File: src/rtl/radio_uplink_tx.sv
// radio_uplink_tx
// ---------------
// Serial uplink transmitter for the 4-wire radio interface (RPULSE, RD1, RD0,
// RCHECK). A 14-bit command word is accepted over a valid/ready handshake and
// sent as one sync pulse followed by 7 data pulses of 2 bits each, MSB pair
// first. Each data pulse carries its own parity on RCHECK. An optional corrupt
// request inverts the parity of exactly one data pulse so the receiver's
// validity logic can be exercised.
//
// Every pulse is SETUP_CYC cycles with RPULSE low, then HIGH_CYC cycles with
// RPULSE high, then LOW_CYC cycles with RPULSE low. RD1/RD0/RCHECK change only
// on the first SETUP cycle and are held through HIGH and LOW.
//
// Ports:
//   clk         system clock
//   rst         synchronous reset, active-high
//   tx_word     word to send; bits [13:12] go out first
//   tx_corrupt  sampled with tx_word; requests one parity error in the frame
//   tx_valid    tx_word/tx_corrupt valid
//   tx_ready    high only in IDLE; transfer on tx_valid && tx_ready
//   busy        high whenever a frame is in progress
//   frame_done  one-cycle pulse in the first IDLE cycle after a frame
//   RPULSE      strobe; receiver samples RD1/RD0/RCHECK on its rising edge
//   RD1, RD0    upper / lower bit of the current pair (1/1 during sync)
//   RCHECK      RD1 ^ RD0, inverted on the corrupted pulse; 1 during sync

module radio_uplink_tx #(
    parameter int SETUP_CYC = 2,
    parameter int HIGH_CYC  = 4,
    parameter int LOW_CYC   = 4
) (
    input  logic        clk,
    input  logic        rst,
    input  logic [13:0] tx_word,
    input  logic        tx_corrupt,
    input  logic        tx_valid,
    output logic        tx_ready,
    output logic        busy,
    output logic        frame_done,
    output logic        RPULSE,
    output logic        RD1,
    output logic        RD0,
    output logic        RCHECK
);

    localparam int MAX_CYC = (SETUP_CYC > HIGH_CYC)
                           ? ((SETUP_CYC > LOW_CYC) ? SETUP_CYC : LOW_CYC)
                           : ((HIGH_CYC > LOW_CYC) ? HIGH_CYC : LOW_CYC);
    localparam int CNT_W   = $clog2(MAX_CYC + 1);

    localparam logic [CNT_W-1:0] SETUP_LAST = CNT_W'(SETUP_CYC - 1);
    localparam logic [CNT_W-1:0] HIGH_LAST  = CNT_W'(HIGH_CYC - 1);
    localparam logic [CNT_W-1:0] LOW_LAST   = CNT_W'(LOW_CYC - 1);

    localparam logic [1:0] ST_IDLE  = 2'd0;
    localparam logic [1:0] ST_SETUP = 2'd1;
    localparam logic [1:0] ST_HIGH  = 2'd2;
    localparam logic [1:0] ST_LOW   = 2'd3;

    localparam logic [2:0] LAST_PULSE = 3'd7;

    logic [1:0]       state;
    logic [CNT_W-1:0] phase_cnt;
    logic [2:0]       pulse_idx;
    logic [13:0]      word_q;
    // Index of the data pulse whose check bit is inverted; 0 means none,
    // which can never match a data pulse (1..7).
    logic [2:0]       corrupt_idx;

    // Pair carried by data pulse k (1..7): word[15-2k:14-2k].
    function automatic logic [1:0] pair_at(input logic [13:0] w, input logic [2:0] k);
        logic [4:0] sh;
        sh = 5'd14 - {1'b0, k, 1'b0};
        return 2'(w >> sh);
    endfunction

    // The corrupted pulse is the first data pulse whose pair is not 11:
    // inverting the check of an 11 pair would present 1/1/1, i.e. a sync.
    // An all-ones word therefore goes out clean even when corruption is asked.
    function automatic logic [2:0] find_corrupt_idx(input logic [13:0] w, input logic req);
        logic [2:0] idx;
        idx = 3'd0;
        if (req) begin
            // Scan downwards so the lowest qualifying pulse wins.
            for (int k = 7; k >= 1; k--) begin
                if (pair_at(w, 3'(k)) != 2'b11) begin
                    idx = 3'(k);
                end
            end
        end
        return idx;
    endfunction

    // {RD1, RD0, RCHECK} presented during pulse k.
    function automatic logic [2:0] line_bits(input logic [13:0] w, input logic [2:0] k,
                                             input logic [2:0] cidx);
        logic [1:0] pair;
        logic       chk;
        if (k == 3'd0) begin
            return 3'b111;
        end
        pair = pair_at(w, k);
        chk  = pair[1] ^ pair[0] ^ (k == cidx);
        return {pair, chk};
    endfunction

    assign tx_ready = (state == ST_IDLE);
    assign busy     = (state != ST_IDLE);

    always_ff @(posedge clk) begin
        if (rst) begin
            state      <= ST_IDLE;
            phase_cnt  <= '0;
            pulse_idx  <= '0;
            frame_done <= 1'b0;
            RPULSE     <= 1'b0;
            RD1        <= 1'b0;
            RD0        <= 1'b0;
            RCHECK     <= 1'b0;
        end else begin
            frame_done <= 1'b0;
            case (state)
                ST_IDLE: begin
                    if (tx_valid) begin
                        word_q             <= tx_word;
                        corrupt_idx        <= find_corrupt_idx(tx_word, tx_corrupt);
                        state              <= ST_SETUP;
                        phase_cnt          <= '0;
                        pulse_idx          <= 3'd0;
                        {RD1, RD0, RCHECK} <= 3'b111;
                    end
                end

                ST_SETUP: begin
                    if (phase_cnt == SETUP_LAST) begin
                        phase_cnt <= '0;
                        state     <= ST_HIGH;
                        RPULSE    <= 1'b1;
                    end else begin
                        phase_cnt <= phase_cnt + CNT_W'(1);
                    end
                end

                ST_HIGH: begin
                    if (phase_cnt == HIGH_LAST) begin
                        phase_cnt <= '0;
                        state     <= ST_LOW;
                        RPULSE    <= 1'b0;
                    end else begin
                        phase_cnt <= phase_cnt + CNT_W'(1);
                    end
                end

                ST_LOW: begin
                    if (phase_cnt == LOW_LAST) begin
                        phase_cnt <= '0;
                        if (pulse_idx == LAST_PULSE) begin
                            // Lines drop together with the return to IDLE so
                            // frame_done and tx_ready coincide.
                            state              <= ST_IDLE;
                            frame_done         <= 1'b1;
                            {RD1, RD0, RCHECK} <= 3'b000;
                        end else begin
                            state              <= ST_SETUP;
                            pulse_idx          <= pulse_idx + 3'd1;
                            {RD1, RD0, RCHECK} <= line_bits(word_q, pulse_idx + 3'd1,
                                                            corrupt_idx);
                        end
                    end else begin
                        phase_cnt <= phase_cnt + CNT_W'(1);
                    end
                end

                default: state <= ST_IDLE;
            endcase
        end
    end

endmodule

File: config.mk
export PLATFORM = sky130hd
export DESIGN_NAME = radio_uplink_tx
export DESIGN_NICKNAME = d
export VERILOG_FILES = /design/src/rtl/radio_uplink_tx.sv
export SDC_FILE = /design/constraint.sdc
export NUM_CORES = 1
export LEC_CHECK = 0
export ABC_AREA = 1
export BUFFER_PORTS_ARGS = -buffer_cell sky130_fd_sc_hd__buf_2
export CORE_MARGIN = 4
export CORE_UTILIZATION = 32
export DETAILED_ROUTE_END_ITERATION = 12
export PLACE_DENSITY_LB_ADDON = 0.25
export SYNTH_ARGS = -nofsm -noshare
export SYNTH_HDL_FRONTEND = slang
export SYNTH_SLANG_ARGS = --single-unit
File: constraint.sdc
create_clock -name clk -period 2.5 [get_ports clk]
set_input_delay 0.25 -clock clk [delete_from_list [all_inputs] [get_ports clk]]
set_output_delay 0.25 -clock clk [all_outputs]
set_load 0.01 [all_outputs]
Word level (Yosys, flattened, before mapping)
Index checks and enable logic that the tools add are counted.
{"block": "classes", "add_sub_neg": 3, "n_eq_ne": 19, "shift": 1, "muxes": 41, "bitwise": 6, "n_reduce_logical": 14}
{"op": "3-bit two-way mux", "n": 11}
{"op": "2-bit inequality test, second input constant", "n": 12}
{"op": "1-bit two-way mux", "n": 17}
{"op": "14-bit by 5-bit right shift with 2-bit output", "n": 1}
{"op": "2-bit two-way mux", "n": 6}
{"op": "3-bit one-hot mux with 3 select lines", "n": 1}
{"op": "3-bit AND reduction", "n": 3}
{"op": "1-bit one-hot mux with 2 select lines", "n": 4}
{"op": "2-bit one-hot mux with 4 select lines", "n": 1}
{"op": "4-bit AND reduction", "n": 2}
{"op": "3-bit by 1-bit adder with 3-bit output, second input constant", "n": 2}
{"op": "3-bit one-hot mux with 2 select lines", "n": 1}
{"op": "2-bit nonzero test", "n": 3}
{"op": "4-bit by 4-bit subtractor with 5-bit output, first input constant", "n": 1}
{"op": "2-bit == test, second input constant", "n": 2}
{"op": "1-bit NOT", "n": 4}
{"op": "2-bit OR reduction", "n": 2}
{"op": "4-bit OR reduction", "n": 1}
{"op": "3-bit by 1-bit == test with 1-bit output, second input constant", "n": 1}
{"op": "3-bit by 2-bit == test with 1-bit output, second input constant", "n": 1}
{"op": "3-bit == test", "n": 1}
{"op": "3-bit == test, second input constant", "n": 1}
{"op": "3-bit logical NOT", "n": 1}
{"op": "3-bit OR reduction", "n": 1}
{"op": "other kinds (3)", "n": 4}
{"block": "word_totals", "regBits": 30, "input_bits": 18, "output_inout_bits": 7, "word_cells": 96}

Longest topological paths before layout
Gate-level depths: netlist of run 1.
{"block": "depth", "depth_word": 11, "ltp_mapped": 12, "ltp_nobuf": 11}

Least setup slack after synthesis of run 1
No wires, ideal clock.
{"block": "synth_path", "path_kind": "register to register", "startpoint": "register state[0]", "endpoint": "register corrupt_idx[0], enable pin", "setup_time_ps": 390, "arrival_time_ps": 1522, "required_time_ps": 2110, "path_slack_ps": 588, "path_stages_with_launch": 5, "n_path_buf": 0, "period_less_slack_ps": 1912, "path_cell_list": "dfxtp_1 > inv_1 > ha_1 > nand2_1 > nor2_1"}
{"block": "synth_between", "elab_chain_cells": 2}
{"element": "start, declared", "line": "62", "text": "logic [1:0] state;"}
{"element": "start signal, assigned", "line": "112", "text": "state <= ST_IDLE;"}
{"element": "start signal, assigned", "line": "127", "text": "state <= ST_SETUP;"}
{"element": "start signal, assigned", "line": "137", "text": "state <= ST_HIGH;"}
{"element": "2-bit logical NOT"}
{"element": "via tx_ready", "line": "37", "text": "output logic tx_ready,"}
{"element": "3-bit AND reduction (no line)"}
{"element": "end signal, assigned", "line": "126", "text": "corrupt_idx <= find_corrupt_idx(tx_word, tx_corrupt);"}
{"element": "end, declared", "line": "68", "text": "logic [2:0] corrupt_idx;"}
The timed path passes the listed nets, and every way through them passes these cells.
A chain may end at the register's enable or synchronous reset.

Worst setup path after layout of run 1
{"block": "layout_path", "startpoint": "register pulse_idx[0]", "endpoint": "register RCHECK"}
{"block": "layout_between", "elab_chain_cells": 11, "word_cells_on_any_way": 17, "classes_between": "add/sub: 2; eq/ne: 2; shift: 1; mux: 9; bitwise: 2; reduce/logical: 1"}
{"element": "start, declared", "line": "64", "text": "logic [2:0] pulse_idx;"}
{"element": "start signal, assigned", "line": "165", "text": "pulse_idx <= pulse_idx + 3'd1;"}
{"element": "branches (longest 8 deep; another with 4-bit by 4-bit subtractor with 5-bit output)"}
{"element": "1-bit two-way mux (*)", "line": "157", "text": "if (pulse_idx == LAST_PULSE) begin"}
{"element": "1-bit two-way mux (*)", "line": "155", "text": "if (phase_cnt == LOW_LAST) begin"}
{"element": "1-bit one-hot mux with 2 select lines (*)", "line": "122", "text": "case (state)"}
{"element": "end signal, assigned", "line": "166", "text": "{RD1, RD0, RCHECK} <= line_bits(word_q, pulse_idx + 3'd1,"}
{"element": "end, declared", "line": "43", "text": "output logic RCHECK"}
Every way passes the cells marked *. The select of a mux whose other input is x is not followed.

==> results of run 1 <==
[cells by family (layout without fill, tap and decap cells)]
family / Yosys count / count (layout) / share of synthesized area
AOI/OAI and AO/OA: 26 / 26 / 0.0946
DFF: 30 / 30 / 0.466
buffers and inverters: 36 / 67 / 0.0969
xor gates and xnor gates: 3 / 3 / 0.0250
adders and majority gates: 12 / 12 / 0.0908
and+or+nand+nor: 78 / 78 / 0.226
[state kept, by name, indices dropped and copies added (netlist names)]
| register | flops |
|---|---|
| state | 2 |
| word_q | 14 |
| phase_cnt | 3 |
| corrupt_idx | 3 |
| RPULSE | 1 |
| RCHECK | 1 |
| RD0 | 1 |
| frame_done | 1 |
| RD1 | 1 |
| pulse_idx | 3 |
[layout by cell type (no fill, tap or decap), drive strengths merged]
| cell type | count |
|---|---|
| nand2 | 41 |
| inv | 33 |
| buf | 26 |
| nand3 | 18 |
| edfxtp | 17 |
| dfxtp | 13 |
| a21oi | 13 |
| ha | 12 |
| nor2 | 12 |
| clkbuf | 8 |
| o21ai | 6 |
| nor3 | 3 |
| a31oi | 2 |
| or2 | 2 |
| xnor2 | 2 |
| a22oi | 1 |
| a211oi | 1 |
| o211ai | 1 |
| a221oi | 1 |
| a2bb2oi | 1 |
| xor2 | 1 |
| nand4 | 1 |
| nor4 | 1 |
[synthesized netlist by cell type, drive strengths merged]
| library cell | number | share of area |
|---|---|---|
| nand2 | 41 | 0.099 |
| o211ai | 1 | 0.0076 |
| edfxtp | 17 | 0.31 |
| a21oi | 13 | 0.042 |
| xnor2 | 2 | 0.015 |
| a31oi | 2 | 0.0076 |
| nor3 | 3 | 0.0091 |
| nand4 | 1 | 0.0038 |
| nand3 | 18 | 0.067 |
| a211oi | 1 | 0.0045 |
| dfxtp | 13 | 0.16 |
| inv | 33 | 0.081 |
| a2bb2oi | 1 | 0.0053 |
| a22oi | 1 | 0.0045 |
| xor2 | 1 | 0.0098 |
| o21ai | 6 | 0.018 |
| a221oi | 1 | 0.0053 |
| or2 | 2 | 0.0076 |
| ha | 12 | 0.091 |
| nor4 | 1 | 0.0038 |
| nor2 | 12 | 0.036 |
| buf | 3 | 0.016 |
[routing by layer]
layer | track usage | vias to the layer above | part of all wire
li1 | - | 663 | -
met1 | 0.132 | 547 | 0.51
met2 | 0.160 | 22 | 0.42
met3 | 0.0440 | 5 | 0.060
met4 | 0.0456 | 0 | 0.013
met5 | 0 | - | 0
[stage by stage]
stage | hold WS, ns | util | cell area [µm²] | setup WS [ns]
2_1_floorplan | 0.328 | - | 1650 | 0.588
4_1_cts | 0.150 | 0.399 | 1940 | 0.657
3_5_place_dp | 0.442 | 0.381 | 1850 | 0.666
5_1_grt | 0.148 | 0.399 | 1940 | 0.508
3_3_place_gp | 0.442 | 0.381 | 1850 | 0.667
6_report | 0.161 | 0.399 | 1940 | 0.657
[final timing paths]
check                   end         start  cells past startpoint
setup reg to reg     RCHECK  pulse_idx[0]                      9
setup / recovery     RCHECK  pulse_idx[0]                      9
hold reg to reg         RD1           RD1                      2
hold / removal    word_q[8]    tx_word[8]                      1
[report_power, final]
group | internal, mW | switching, mW | leakage (nW)
combinational | 0.198 | 0.321 | 0.550
sequential | 0.611 | 0.0404 | 0.264
clock | 0.224 | 0.174 | 0.0455
total | 1.03 | 0.536 | 0.860
[critical path, stage by stage (launching register included)]
cell and delay, ns:
sky130_fd_sc_hd__dfxtp_1 0.30, sky130_fd_sc_hd__buf_4 0.17, sky130_fd_sc_hd__ha_1 0.53, sky130_fd_sc_hd__nand2_1 0.12, sky130_fd_sc_hd__nand3_1 0.09, sky130_fd_sc_hd__nand3_1 0.09, sky130_fd_sc_hd__a21oi_1 0.20, sky130_fd_sc_hd__nand3_1 0.09
sky130_fd_sc_hd__nand3_1 0.09, sky130_fd_sc_hd__a21oi_2 0.05
[layout make-up]
type / instances / area, µm² / area share
sequential: 30 / 771 / 0.398
multi-input combinational: 119 / 722 / 0.373
timing repair buffer: 26 / 135 / 0.0698
inverter: 33 / 134 / 0.0692
clock buffer: 8 / 90.1 / 0.0465
tap: 67 / 83.8 / 0.0433
==> flow_summary.html, run 1 <==
<table>
<tr><th>Metric</th><th>Value</th></tr>
<tr><th colspan="2">Setup path</th></tr>
<tr><td>Critical Path RT</td><td>approximately 2.7 ns</td></tr>
<tr><td>Endpoint arrival time on the critical path</td><td>between 2 and 2.5 ns</td></tr>
<tr><td>Reg-to-reg slack, setup</td><td>roughly 0.66 ns</td></tr>
<tr><td>Startpoint Class</td><td>register</td></tr>
<tr><td>Crit. End Element</td><td>register</td></tr>
<tr><td>Largest fanout on the critical path</td><td>9</td></tr>
<tr><td>Worst Setup Path Type</td><td>register to register</td></tr>
<tr><th colspan="2">Power and ir drop</th></tr>
<tr><td>P_leak</td><td>between 0.8 and 0.9 nW</td></tr>
<tr><td>Pwr/cell area</td><td>just over 800 nW/µm²</td></tr>
<tr><td>Tot Pwr</td><td>around 1.6 mW</td></tr>
<tr><td>VDD IR max</td><td>about 0.27 mV</td></tr>
<tr><th colspan="2">CTS</th></tr>
<tr><td>Root cell of the clock tree</td><td>sky130_fd_sc_hd__clkbuf_8</td></tr>
<tr><td>Number of setup buffers added after CTS</td><td>0</td></tr>
<tr><td>Maximum level of the CTS H-tree</td><td>2</td></tr>
<tr><td>Clock tree sinks</td><td>30</td></tr>
<tr><td>Clock latency at the later pin of the worst-skew pair</td><td>roughly 0.28 ns</td></tr>
<tr><td>Hold buffers post-CTS</td><td>0</td></tr>
<tr><td>Maximum buffer depth of the clock tree</td><td>2</td></tr>
<tr><td>Worst-path clk slew</td><td>~0.060 ns</td></tr>
<tr><td>Resize count post-CTS</td><td>0</td></tr>
<tr><td>TritonCTS clock tree</td><td>built</td></tr>
<tr><td>Clock buffers created by TritonCTS</td><td>5</td></tr>
<tr><th colspan="2">Detailed routing</th></tr>
<tr><td>Routed vias</td><td>1,237</td></tr>
<tr><td>Wirelength, routed</td><td>between 3 and 4 mm</td></tr>
<tr><td>Routed via count divided by cell count</td><td>4.37</td></tr>
<tr><td>Antenna-violating nets left</td><td>0</td></tr>
<tr><td>DRC violations left</td><td>0</td></tr>
<tr><td>Wire per inst</td><td>around 11 µm</td></tr>
<tr><td>Length of the first detailed-routing pass in iterations</td><td>3</td></tr>
<tr><td>DR iter-0 viols</td><td>36</td></tr>
<tr><th colspan="2">Final layout</th></tr>
<tr><td>Net count of the finished layout</td><td>approximately 250</td></tr>
<tr><td>Fill cell count</td><td>between 500 and 600</td></tr>
<tr><td>Area grow syn2layout</td><td>17.1%</td></tr>
<tr><td>Diodes inserted</td><td>0</td></tr>
<tr><td>Post-route non-filler standard cell count</td><td>approximately 280</td></tr>
<tr><td>Share of post-route cells with drive strength above 1</td><td>0.245</td></tr>
<tr><th colspan="2">Die</th></tr>
<tr><td>Starting Density</td><td>0.341</td></tr>
<tr><td>Die Y</td><td>roughly 80 µm</td></tr>
<tr><td>Number of ports placed on the die boundary</td><td>25</td></tr>
<tr><td>X dimension of the die</td><td>between 70 and 80 µm</td></tr>
<tr><td>Die area</td><td>6380 µm²</td></tr>
<tr><td>Standard cell core area</td><td>4850 µm²</td></tr>
<tr><td>Total number of placement rows</td><td>25</td></tr>
<tr><th colspan="2">Timing</th></tr>
<tr><td>Hold Vio Cnt, Final</td><td>0</td></tr>
<tr><td>Post-route clock skew</td><td>0.00535 ns</td></tr>
<tr><td>Tightest Pin Transition</td><td>0.387 ns</td></tr>
<tr><td>Setup repair after global routing missed its margin</td><td>false</td></tr>
<tr><td>Post-route minimum period</td><td>between 1.5 and 2 ns</td></tr>
<tr><td>Relative slew margins</td><td>0.742</td></tr>
<tr><td>Total of endpoints with negative setup slack in the final report</td><td>0</td></tr>
<tr><td>Final slew viol count</td><td>0</td></tr>
<tr><td>Total negative slack</td><td>0 ns</td></tr>
<tr><td>Crit share post-route</td><td>0.737</td></tr>
<tr><td>Achievable clock frequency</td><td>between 500 and 600 MHz</td></tr>
<tr><th colspan="2">Place</th></tr>
<tr><td>Number of port buffers</td><td>24</td></tr>
<tr><td>Gpl congestion</td><td>approximately 0.83</td></tr>
<tr><td>Placed Cells</td><td>around 280</td></tr>
<tr><td>DP Wirelength</td><td>2.40 mm</td></tr>
<tr><th colspan="2">Global routing</th></tr>
<tr><td>Initial antenna violation count</td><td>0</td></tr>
<tr><td>Global-route congestion overflow total</td><td>0</td></tr>
<tr><td>Via count of the first global-routing pass</td><td>between 1k and 1.5k</td></tr>
<tr><td>Global-route wire length before repair</td><td>between 5 and 6 mm</td></tr>
<tr><td>Pin count of the biggest net entering global routing</td><td>18</td></tr>
<tr><td>GR Util All Layers</td><td>0.106</td></tr>
<tr><th colspan="2">Synthesis</th></tr>
<tr><td>Syn nets</td><td>around 220</td></tr>
<tr><td>Cell area after synthesis</td><td>1650 µm²</td></tr>
<tr><td>Number of distinct library cell variants in the gate-level netlist after synthesis</td><td>33</td></tr>
<tr><td>Cells after Synth</td><td>between 150 and 200</td></tr>
<tr><td>Number of storage elements in the synthesis netlist</td><td>30</td></tr>
<tr><td>Mean instance size in the synthesized netlist</td><td>8.93 µm²</td></tr>
<tr><td>Sequential fraction of the synthesis area</td><td>0.466</td></tr>
<tr><td>Count of warnings emitted by yosys</td><td>0</td></tr>
<tr><th colspan="2">Flow run</th></tr>
<tr><td>Max capacitance violation total</td><td>0</td></tr>
<tr><th colspan="2">Worst hold path</th></tr>
<tr><td>Min-delay worst type</td><td>primary input to register</td></tr>
<tr><th colspan="2">Outcome</th></tr>
<tr><td>Result of the run</td><td>finished, final reports clean</td></tr>
</table>
Note: power is estimated with default switching activity, not from simulation.
==> inputs of run 2 (changes only) <==
ABC_AREA = 0   (was 1)
clock period = 1.6 ns   (was 2.5 ns; I/O delays follow)
==> run 2 against run 1 <==
The run now ends with negative setup slack left. Worst setup slack worse by 0.81 ns. Synthesized cell count down 21%. Via count increased by 1.4%. Power up 78%.
==> flow_summary.html, run 2 <==
<table>
<tr><th>Metric</th><th>Value</th></tr>
<tr><th colspan="2">Outcome</th></tr>
<tr><td>Result of the run</td><td>finished with violations</td></tr>
<tr><td>Violations in the final reports</td><td>negative setup slack</td></tr>
<tr><th colspan="2">CTS</th></tr>
<tr><td>Maximum level of the CTS H-tree</td><td>2 (unchanged)</td></tr>
<tr><td>Worst-path clk slew</td><td>0.07 ns (about the same)</td></tr>
<tr><td>Root cell of the clock tree</td><td>sky130_fd_sc_hd__clkbuf_8</td></tr>
<tr><td>Clock buffers created by TritonCTS</td><td>5 (unchanged)</td></tr>
<tr><td>Clock tree sinks</td><td>30 (unchanged)</td></tr>
<tr><td>TritonCTS clock tree</td><td>built</td></tr>
<tr><td>Clock latency at the later pin of the worst-skew pair</td><td>0.29 ns (about the same)</td></tr>
<tr><td>Maximum buffer depth of the clock tree</td><td>2 (unchanged)</td></tr>
<tr><th colspan="2">Global routing</th></tr>
<tr><td>Global-route wire length before repair</td><td>5.76 mm (+13%)</td></tr>
<tr><td>Via count of the first global-routing pass</td><td>1,240 (+5.7%)</td></tr>
<tr><td>GR Util All Layers</td><td>0.120 (+0.0144)</td></tr>
<tr><td>Initial antenna violation count</td><td>0 (unchanged)</td></tr>
<tr><td>Pin count of the biggest net entering global routing</td><td>18 (unchanged)</td></tr>
<tr><td>Global-route congestion overflow total</td><td>0 (unchanged)</td></tr>
<tr><th colspan="2">Setup path</th></tr>
<tr><td>Crit. Startpoint</td><td>pulse_idx[1]</td></tr>
<tr><td>Crit. End Element</td><td>register</td></tr>
<tr><td>Largest fanout on the critical path</td><td>6 (-3)</td></tr>
<tr><td>Critical Path RT</td><td>1.79 ns (-0.88 ns)</td></tr>
<tr><td>List of cells traversed by the critical path</td><td>ha_4, ha_4, nor2b_4, a22oi_2, buf_4, a221oi_2, nand3_1, and3b_1</td></tr>
<tr><td>Crit path top cell by count</td><td>sky130_fd_sc_hd__ha_4</td></tr>
<tr><td>Largest incremental delay on the critical path</td><td>0.33 ns (-0.20 ns)</td></tr>
<tr><td>Startpoint Class</td><td>register</td></tr>
<tr><td>Endpoint arrival time on the critical path</td><td>1.94 ns (-0.07 ns)</td></tr>
<tr><td>Startpoint of the lowest-slack register-to-register path</td><td>pulse_idx[1]</td></tr>
<tr><td>Slowest stage cell, crit path</td><td>sky130_fd_sc_hd__dfxtp_2</td></tr>
<tr><td>Worst Setup Path Type</td><td>register to register</td></tr>
<tr><th colspan="2">Synthesis</th></tr>
<tr><td>Fraction of post-synthesis cell area in the top cell type by area</td><td>0.326 (+0.0175)</td></tr>
<tr><td>Count of warnings emitted by yosys</td><td>0 (unchanged)</td></tr>
<tr><td>Number of flops mapped to enable cells by yosys</td><td>17 (unchanged)</td></tr>
<tr><td>Mean instance size in the synthesized netlist</td><td>10.7 µm² (+20%)</td></tr>
<tr><td>Number of storage elements in the synthesis netlist</td><td>30 (unchanged)</td></tr>
<tr><td>Sequential fraction of the synthesis area</td><td>0.493 (+0.0265)</td></tr>
<tr><td>Main flop type after synthesis</td><td>sky130_fd_sc_hd__edfxtp_1</td></tr>
<tr><td>Dominant cell type by area after synthesis</td><td>sky130_fd_sc_hd__edfxtp_1</td></tr>
<tr><td>Share of flip-flops with an asynchronous set or reset after synthesis</td><td>0 (unchanged)</td></tr>
<tr><td>Cell area after synthesis</td><td>1560 µm² (-5.4%)</td></tr>
<tr><td>Leading cell types by count after synthesis</td><td>17 x sky130_fd_sc_hd__edfxtp_1, 13 x sky130_fd_sc_hd__dfxtp_1, 13 x sky130_fd_sc_hd__nor2_1</td></tr>
<tr><td>Number of distinct library cell variants in the gate-level netlist after synthesis</td><td>35 (+6.1%)</td></tr>
<tr><td>Most used standard cell by instance count after synthesis</td><td>sky130_fd_sc_hd__edfxtp_1</td></tr>
<tr><td>Top post-synthesis cells by area</td><td>sky130_fd_sc_hd__edfxtp_1 33%, sky130_fd_sc_hd__dfxtp_1 17%, sky130_fd_sc_hd__ha_1 9.6%, sky130_fd_sc_hd__mux2i_1 5.8%, sky130_fd_sc_hd__nor2_1 3.1%</td></tr>
<tr><td>Syn nets</td><td>176 (-18%)</td></tr>
<tr><td>Cells after Synth</td><td>146 (-21%)</td></tr>
<tr><th colspan="2">Flow run</th></tr>
<tr><td>Max capacitance violation total</td><td>0 (unchanged)</td></tr>
<tr><th colspan="2">Detailed routing</th></tr>
<tr><td>Routed via count divided by cell count</td><td>4.84 (+11%)</td></tr>
<tr><td>Antenna-violating nets left</td><td>0 (unchanged)</td></tr>
<tr><td>Wirelength, routed</td><td>3.48 mm (+15%)</td></tr>
<tr><td>DRC violations left</td><td>0 (unchanged)</td></tr>
<tr><td>Length of the first detailed-routing pass in iterations</td><td>4 (+1)</td></tr>
<tr><td>Routed vias</td><td>1,254 (+1.4%)</td></tr>
<tr><td>Wire per inst</td><td>13.5 µm (+25%)</td></tr>
<tr><td>DR iter-0 viols</td><td>37 (+2.8%)</td></tr>
<tr><th colspan="2">Timing</th></tr>
<tr><td>Post-route clock skew</td><td>0.00947 ns (+0.00411 ns)</td></tr>
<tr><td>Setup repair after global routing missed its margin</td><td>true</td></tr>
<tr><td>Total negative slack</td><td>-0.244 ns (-0.244 ns)</td></tr>
<tr><td>Total of endpoints with negative setup slack in the final report</td><td>2 (+2)</td></tr>
<tr><td>Hold slack</td><td>0.0667 ns (-0.0942 ns)</td></tr>
<tr><td>Relative slew margins</td><td>0.799 (+0.0566)</td></tr>
<tr><td>Post-route minimum period</td><td>1.75 ns (-0.0877 ns)</td></tr>
<tr><td>Final slew viol count</td><td>0 (unchanged)</td></tr>
<tr><td>Tightest Pin Transition</td><td>0.302 ns (-0.0848 ns)</td></tr>
<tr><td>Crit share post-route</td><td>1.10 (+0.360)</td></tr>
<tr><td>Setup slack after layout</td><td>-0.155 ns (-0.812 ns)</td></tr>
<tr><td>Achievable clock frequency</td><td>570 MHz (+5.0%)</td></tr>
<tr><td>Hold Vio Cnt, Final</td><td>0 (unchanged)</td></tr>
<tr><th colspan="2">Die</th></tr>
<tr><td>Standard cell core area</td><td>4720 µm² (-2.6%)</td></tr>
<tr><td>Die Y</td><td>77.9 µm (-2.5%)</td></tr>
<tr><td>Total number of placement rows</td><td>25 (unchanged)</td></tr>
<tr><td>Number of ports placed on the die boundary</td><td>25 (unchanged)</td></tr>
<tr><td>X dimension of the die</td><td>77.9 µm (-2.5%)</td></tr>
<tr><td>Die area</td><td>6070 µm² (-4.8%)</td></tr>
<tr><td>Starting Density</td><td>0.331 (-0.00978)</td></tr>
<tr><th colspan="2">Final layout</th></tr>
<tr><td>Sequential cell area</td><td>786 µm² (+1.9%)</td></tr>
<tr><td>Diodes inserted</td><td>0 (unchanged)</td></tr>
<tr><td>Highest-count cells in the layout ignoring fill and taps</td><td>24 x sky130_fd_sc_hd__buf_2, 17 x sky130_fd_sc_hd__edfxtp_1, 17 x sky130_fd_sc_hd__buf_4</td></tr>
<tr><td>Net count of the finished layout</td><td>221 (-9.8%)</td></tr>
<tr><td>Area of combinational cells with multiple inputs</td><td>921 µm² (+28%)</td></tr>
<tr><td>Flip-flop count of the largest register, all copies and words added</td><td>14 (unchanged)</td></tr>
<tr><td>Fill cell count</td><td>430 (-15%)</td></tr>
<tr><td>Area grow syn2layout</td><td>39.5%</td></tr>
<tr><td>Share of post-route cells with drive strength above 1</td><td>0.495 (+0.249)</td></tr>
<tr><td>Most common cell after layout, fill and taps aside</td><td>sky130_fd_sc_hd__buf_2</td></tr>
<tr><td>Top register by number of flip-flops</td><td>word_q</td></tr>
<tr><th colspan="2">Power and ir drop</th></tr>
<tr><td>Tot Pwr</td><td>2.80 mW (+78%)</td></tr>
<tr><td>P_leak</td><td>0.826 nW (-3.9%)</td></tr>
<tr><td>Pwr/cell area</td><td>1280 nW/µm² (+58%)</td></tr>
<tr><td>VDD IR max</td><td>0.468 mV (+71%)</td></tr>
<tr><th colspan="2">Place</th></tr>
<tr><td>Number of port buffers</td><td>24 (unchanged)</td></tr>
<tr><td>Pre-CTS setup slack</td><td>-0.199 ns (-0.865 ns)</td></tr>
<tr><td>DP Wirelength</td><td>2.44 mm (+1.5%)</td></tr>
<tr><td>Gpl congestion</td><td>0.795 (-3.8%)</td></tr>
<tr><th colspan="2">Worst hold path</th></tr>
<tr><td>Min-delay worst type</td><td>primary input to register</td></tr>
<tr><td>Source of the worst hold timing path</td><td>tx_word[6]</td></tr>
</table>
[run 2: changes by cell type after synthesis, sizes merged, moves of 3 or more]
cell / before / now
a21oi: 13 / 8
nand3: 18 / 5
a21o: 0 / 3
inv: 33 / 9
nor2b: 0 / 3
a31oi: 2 / 5
mux2i: 0 / 9
nand2: 41 / 8
a22oi: 1 / 5
[run 2: through the flow]
stage | area [µm²] | cells | utilization
floorplan | 1620 | 146 | -
global route | 2180 | 259 | 0.462
finish | 2180 | 259 | 0.462
detailed placement | 1850 | 241 | 0.392
CTS | 2010 | 251 | 0.425
global placement | 1850 | 241 | 0.392
[run 2: path summary, 6_finish.rpt]
| check | slack (ns) | to | cells after the start |
|---|---|---|---|
| max | -0.15 | RCHECK | 8 |
| min | 0.07 | word_q[6] | 1 |
| max reg2reg | -0.15 | RCHECK | 8 |
| min reg2reg | 0.50 | RD0 | 2 |
[run 2: cell families (layout without fill, tap and decap cells)]
family | count (synthesis) | in the layout | share of synthesized area
buffers and inverters | 14 | 60 | 0.0464
AO/OA/AOI/OAI | 35 | 35 | 0.147
flip-flops | 30 | 30 | 0.493
XOR/XNOR | 3 | 3 | 0.0168
AND/OR/NAND/NOR | 43 | 43 | 0.143
adder cells (fa/ha/maj) | 12 | 12 | 0.0960
multiplexers | 9 | 9 | 0.0576
[run 2: timing repair]
action,4_1_cts,5_1_grt
pin swaps,5,15
gates resized for setup,16,29
gates cloned,0,0
hold buffers,0,0
setup buffers,2,8
setup endpoints to repair,9,8
[run 2: metal layers]
layer | share of wire | GRT usage
met5 | 0 | 0
met4 | 0.018 | 0.0507
met3 | 0.054 | 0.0429
met2 | 0.47 | 0.189
met1 | 0.46 | 0.149
[run 2: final cells by class]
type                    instances  share of cell area
multi-input cells             102               0.422
well taps                      67              0.0384
clock inverters                 3             0.00745
inverters                       9              0.0166
flip-flops and latches         30               0.360
repair buffers                 43               0.124
clock buffers                   5              0.0315
[run 2: power by group]
group	switching [mW]	internal (mW)	leakage (nW)	total, mW
combinational	0.545	0.568	0.517	1.11
sequential	0.109	0.978	0.267	1.09
clock	0.302	0.297	0.0416	0.599
[run 2: worst max-delay path: cells and delay by family, from the launching register on]
kind / cells / cell delay (ns)
adders and majority gates: 2 / 0.47
and+or+nand+nor: 3 / 0.43
DFF: 1 / 0.33
AOI/OAI and AO/OA: 2 / 0.27
buffers and inverters: 1 / 0.15
==> inputs of run 3 (changes only) <==
CORE_MARGIN = 1   (was 4)
==> run 3 against run 2 <==
Critical path type unchanged. Worst setup slack gained 0.050 ns. Sequential share of layout area grew 0.21 points. Global-route usage grew 1.4 points. The flow still finishes with violations (negative setup slack). First-iteration DRC count shrank 35%. Count of clock-buffer cells in the layout is the same. Combinational power shrank 9%. Non-clock buffer count shrank 5.
==> flow_summary.html, run 3 (synthesized netlist as in run 2, its figures left out) <==
<table>
<tr><th>Metric</th><th>Value</th></tr>
<tr><th colspan="2">Outcome</th></tr>
<tr><td>Result of the run</td><td>finished with violations</td></tr>
<tr><td>Violations in the final reports</td><td>negative setup slack</td></tr>
<tr><th colspan="2">Worst hold path</th></tr>
<tr><td>Min-Delay Path Depth</td><td>1 (unchanged)</td></tr>
<tr><td>Min-delay worst type</td><td>primary input to register</td></tr>
<tr><td>Source of the worst hold timing path</td><td>tx_word[6]</td></tr>
<tr><td>Hold Path End</td><td>word_q[6]</td></tr>
<tr><th colspan="2">Timing</th></tr>
<tr><td>Relative slew margins</td><td>0.811 (+0.0123)</td></tr>
<tr><td>Post-route minimum period</td><td>1.70 ns (-0.0504 ns)</td></tr>
<tr><td>Post-route clock skew</td><td>0.00579 ns (-0.00368 ns)</td></tr>
<tr><td>Setup repair after global routing missed its margin</td><td>true</td></tr>
<tr><td>Hold Vio Cnt, Final</td><td>0 (unchanged)</td></tr>
<tr><td>Crit share post-route</td><td>1.07 (-0.0315)</td></tr>
<tr><td>Total of endpoints with negative setup slack in the final report</td><td>3 (+1)</td></tr>
<tr><td>Achievable clock frequency</td><td>587 MHz (+3.0%)</td></tr>
<tr><td>Final slew viol count</td><td>0 (unchanged)</td></tr>
<tr><td>Setup slack after layout</td><td>-0.105 ns (+0.0504 ns)</td></tr>
<tr><td>Tightest Pin Transition</td><td>0.282 ns (-0.0199 ns)</td></tr>
<tr><th colspan="2">Final layout</th></tr>
<tr><td>Highest-count cells in the layout ignoring fill and taps</td><td>24 x sky130_fd_sc_hd__buf_2, 17 x sky130_fd_sc_hd__edfxtp_1, 12 x sky130_fd_sc_hd__nor2_1, 12 x sky130_fd_sc_hd__buf_4, 8 x sky130_fd_sc_hd__nand2_1</td></tr>
<tr><td>Fill cell count</td><td>447 (+4.0%)</td></tr>
<tr><td>Top register by number of flip-flops</td><td>word_q</td></tr>
<tr><td>Area grow syn2layout</td><td>37.8%</td></tr>
<tr><td>Share of post-route cells with drive strength above 1</td><td>0.449 (-0.0456)</td></tr>
<tr><td>Flip-flop count of the largest register, all copies and words added</td><td>14 (unchanged)</td></tr>
<tr><td>Post-route non-filler standard cell count</td><td>254 (-1.9%)</td></tr>
<tr><td>Most common cell after layout, fill and taps aside</td><td>sky130_fd_sc_hd__buf_2</td></tr>
<tr><td>Final standard cell utilization of the core</td><td>0.456 (-0.00556)</td></tr>
<tr><td>Final standard cell area without fillers</td><td>2160 µm² (-1.2%)</td></tr>
<tr><td>Diodes inserted</td><td>0 (unchanged)</td></tr>
<tr><td>Net count of the finished layout</td><td>216 (-2.3%)</td></tr>
<tr><th colspan="2">Setup path</th></tr>
<tr><td>Startpoint Class</td><td>register</td></tr>
<tr><td>Startpoint of the lowest-slack register-to-register path</td><td>pulse_idx[1]</td></tr>
<tr><td>Endpoint arrival time on the critical path</td><td>1.88 ns (-0.06 ns)</td></tr>
<tr><td>Reg-to-reg slack, setup</td><td>-0.10 ns (+0.05 ns)</td></tr>
<tr><td>Slowest stage cell, crit path</td><td>sky130_fd_sc_hd__dfxtp_2</td></tr>
<tr><td>Reg2Reg Depth</td><td>7 (-1)</td></tr>
<tr><td>List of cells traversed by the critical path</td><td>ha_4, buf_6, mux2i_1, a22oi_2, a21o_1, a21oi_2, and3b_1</td></tr>
<tr><td>Worst R2R End</td><td>RCHECK</td></tr>
<tr><td>Largest fanout on the critical path</td><td>6 (unchanged)</td></tr>
<tr><td>Critical Path RT</td><td>1.78 ns (about the same)</td></tr>
<tr><td>Crit. End Element</td><td>register</td></tr>
<tr><td>Number of buffer and inverter stages on the critical path</td><td>1 (unchanged)</td></tr>
<tr><td>Worst Setup Path Type</td><td>register to register</td></tr>
<tr><td>Top Family by Delay on Critical Path</td><td>compound AO/OA/AOI/OAI gates</td></tr>
<tr><td>Largest incremental delay on the critical path</td><td>0.34 ns (about the same)</td></tr>
<tr><th colspan="2">Detailed routing</th></tr>
<tr><td>Wire per inst</td><td>12.9 µm (-4.0%)</td></tr>
<tr><td>Routed vias</td><td>1,214 (-3.2%)</td></tr>
<tr><td>DR iter-0 viols</td><td>24 (-35%)</td></tr>
<tr><td>Routed via count divided by cell count</td><td>4.78 (-1.3%)</td></tr>
<tr><td>Antenna-violating nets left</td><td>0 (unchanged)</td></tr>
<tr><td>Length of the first detailed-routing pass in iterations</td><td>4 (unchanged)</td></tr>
<tr><td>Wirelength, routed</td><td>3.28 mm (-5.9%)</td></tr>
<tr><td>DRC violations left</td><td>0 (unchanged)</td></tr>
<tr><th colspan="2">Power and ir drop</th></tr>
<tr><td>P_leak</td><td>0.816 nW (-1.2%)</td></tr>
<tr><td>Pwr/cell area</td><td>1380 nW/µm² (+7.4%)</td></tr>
<tr><td>Tot Pwr</td><td>2.97 mW (+6.1%)</td></tr>
<tr><td>VDD IR max</td><td>0.499 mV (+6.5%)</td></tr>
<tr><th colspan="2">CTS</th></tr>
<tr><td>Root cell of the clock tree</td><td>sky130_fd_sc_hd__clkbuf_8</td></tr>
<tr><td>Maximum level of the CTS H-tree</td><td>2 (unchanged)</td></tr>
<tr><td>Clock buffers created by TritonCTS</td><td>5 (unchanged)</td></tr>
<tr><td>Clock tree sinks</td><td>30 (unchanged)</td></tr>
<tr><td>Worst-path clk slew</td><td>0.07 ns (about the same)</td></tr>
<tr><td>TritonCTS clock tree</td><td>built</td></tr>
<tr><td>Clock latency at the later pin of the worst-skew pair</td><td>0.28 ns (about the same)</td></tr>
<tr><td>Maximum buffer depth of the clock tree</td><td>2 (unchanged)</td></tr>
<tr><th colspan="2">Die</th></tr>
<tr><td>Number of ports placed on the die boundary</td><td>25 (unchanged)</td></tr>
<tr><td>Die area</td><td>5170 µm² (-15%)</td></tr>
<tr><td>Die Y</td><td>71.9 µm (-7.7%)</td></tr>
<tr><td>Standard cell core area</td><td>4720 µm² (unchanged)</td></tr>
<tr><td>X dimension of the die</td><td>71.9 µm (-7.7%)</td></tr>
<tr><td>Starting Density</td><td>0.331 (unchanged)</td></tr>
<tr><td>Total number of placement rows</td><td>25 (unchanged)</td></tr>
<tr><th colspan="2">Global routing</th></tr>
<tr><td>Pin count of the biggest net entering global routing</td><td>18 (unchanged)</td></tr>
<tr><td>Initial antenna violation count</td><td>0 (unchanged)</td></tr>
<tr><td>Global-route wire length before repair</td><td>5.29 mm (-8.3%)</td></tr>
<tr><td>GR Util All Layers</td><td>0.134 (+0.0138)</td></tr>
<tr><td>Via count of the first global-routing pass</td><td>1,191 (-4.0%)</td></tr>
<tr><td>Global-route congestion overflow total</td><td>0 (unchanged)</td></tr>
<tr><th colspan="2">Place</th></tr>
<tr><td>Gpl congestion</td><td>0.718 (-9.7%)</td></tr>
<tr><td>Number of port buffers</td><td>24 (unchanged)</td></tr>
<tr><td>Placed Cells</td><td>241 (unchanged)</td></tr>
<tr><td>DP Wirelength</td><td>2.31 mm (-5.2%)</td></tr>
<tr><td>Cell area after placement</td><td>1850 µm² (unchanged)</td></tr>
<tr><th colspan="2">Flow run</th></tr>
<tr><td>Max capacitance violation total</td><td>0 (unchanged)</td></tr>
</table>
-- run 3: worst max-delay path by stage --
stage / slack (ns) / depth (start not counted) / startpoint / to
CTS: -0.05 / 6 / pulse_idx[1] / RCHECK
global route: -0.21 / 7 / pulse_idx[1] / RCHECK
global placement: -0.13 / 6 / pulse_idx[1] / RCHECK
detailed placement: -0.18 / 6 / pulse_idx[1] / RCHECK
floorplan: -0.01 / 8 / state[1] / RCHECK
finish: -0.10 / 7 / pulse_idx[1] / RCHECK
-- run 3: area by class of cell --
class	count	area, µm²	area share
Clock buffer	5	68.8	0.0319
Clock inverter	3	63.8	0.0296
Inverter	9	33.8	0.0157
Multi-Input combinational cell	102	892	0.414
Sequential cell	30	781	0.362
Tap cell	67	83.8	0.0389
Timing Repair Buffer	38	233	0.108
-- run 3: worst register-to-register path: stages (launching register included) --
cell and delay, ns:
sky130_fd_sc_hd__dfxtp_2 0.34, sky130_fd_sc_hd__ha_4 0.31, sky130_fd_sc_hd__buf_6 0.13, sky130_fd_sc_hd__mux2i_1 0.21, sky130_fd_sc_hd__a22oi_2 0.13, sky130_fd_sc_hd__a21o_1 0.20, sky130_fd_sc_hd__a21oi_2 0.11, sky130_fd_sc_hd__and3b_1 0.17
-- run 3: stage by stage --
step	setup WS, ns	hold slack [ns]	TNS, ns
3_3_place_gp	-0.134	0.352	-0.478
2_1_floorplan	-0.0134	0.229	-0.0134
5_1_grt	-0.212	0.0577	-0.472
4_1_cts	-0.0513	0.0608	-0.0513
6_report	-0.105	0.0682	-0.130
3_5_place_dp	-0.185	0.356	-0.772
-- run 3: repair_timing --
item | 4_1_cts | 5_1_grt
resized for setup | 16 | 18
hold buffers | 0 | 0
setup endpoints to repair | 10 | 8
cloned | 0 | 0
pin swaps | 6 | 6
hold endpoints to repair | 0 | 0
setup buffers | 0 | 5
-- run 3: routing by layer --
layer / vias to the layer above / track usage / routed length, µm
met2: 26 / 0.226 / 1650
met1: 572 / 0.160 / 1460
met5: - / 0 / 0
met4: 0 / 0.0523 / 39
li1: 612 / - / -
met3: 4 / 0.0417 / 127
-- run 3: where the power goes --
part | leakage (nW) | switching, mW | internal (mW) | total (mW)
combinational | 0.484 | 0.525 | 0.489 | 1.01
clock | 0.0658 | 0.284 | 0.616 | 0.900
sequential | 0.267 | 0.0880 | 0.969 | 1.06
total | 0.816 | 0.897 | 2.07 | 2.97
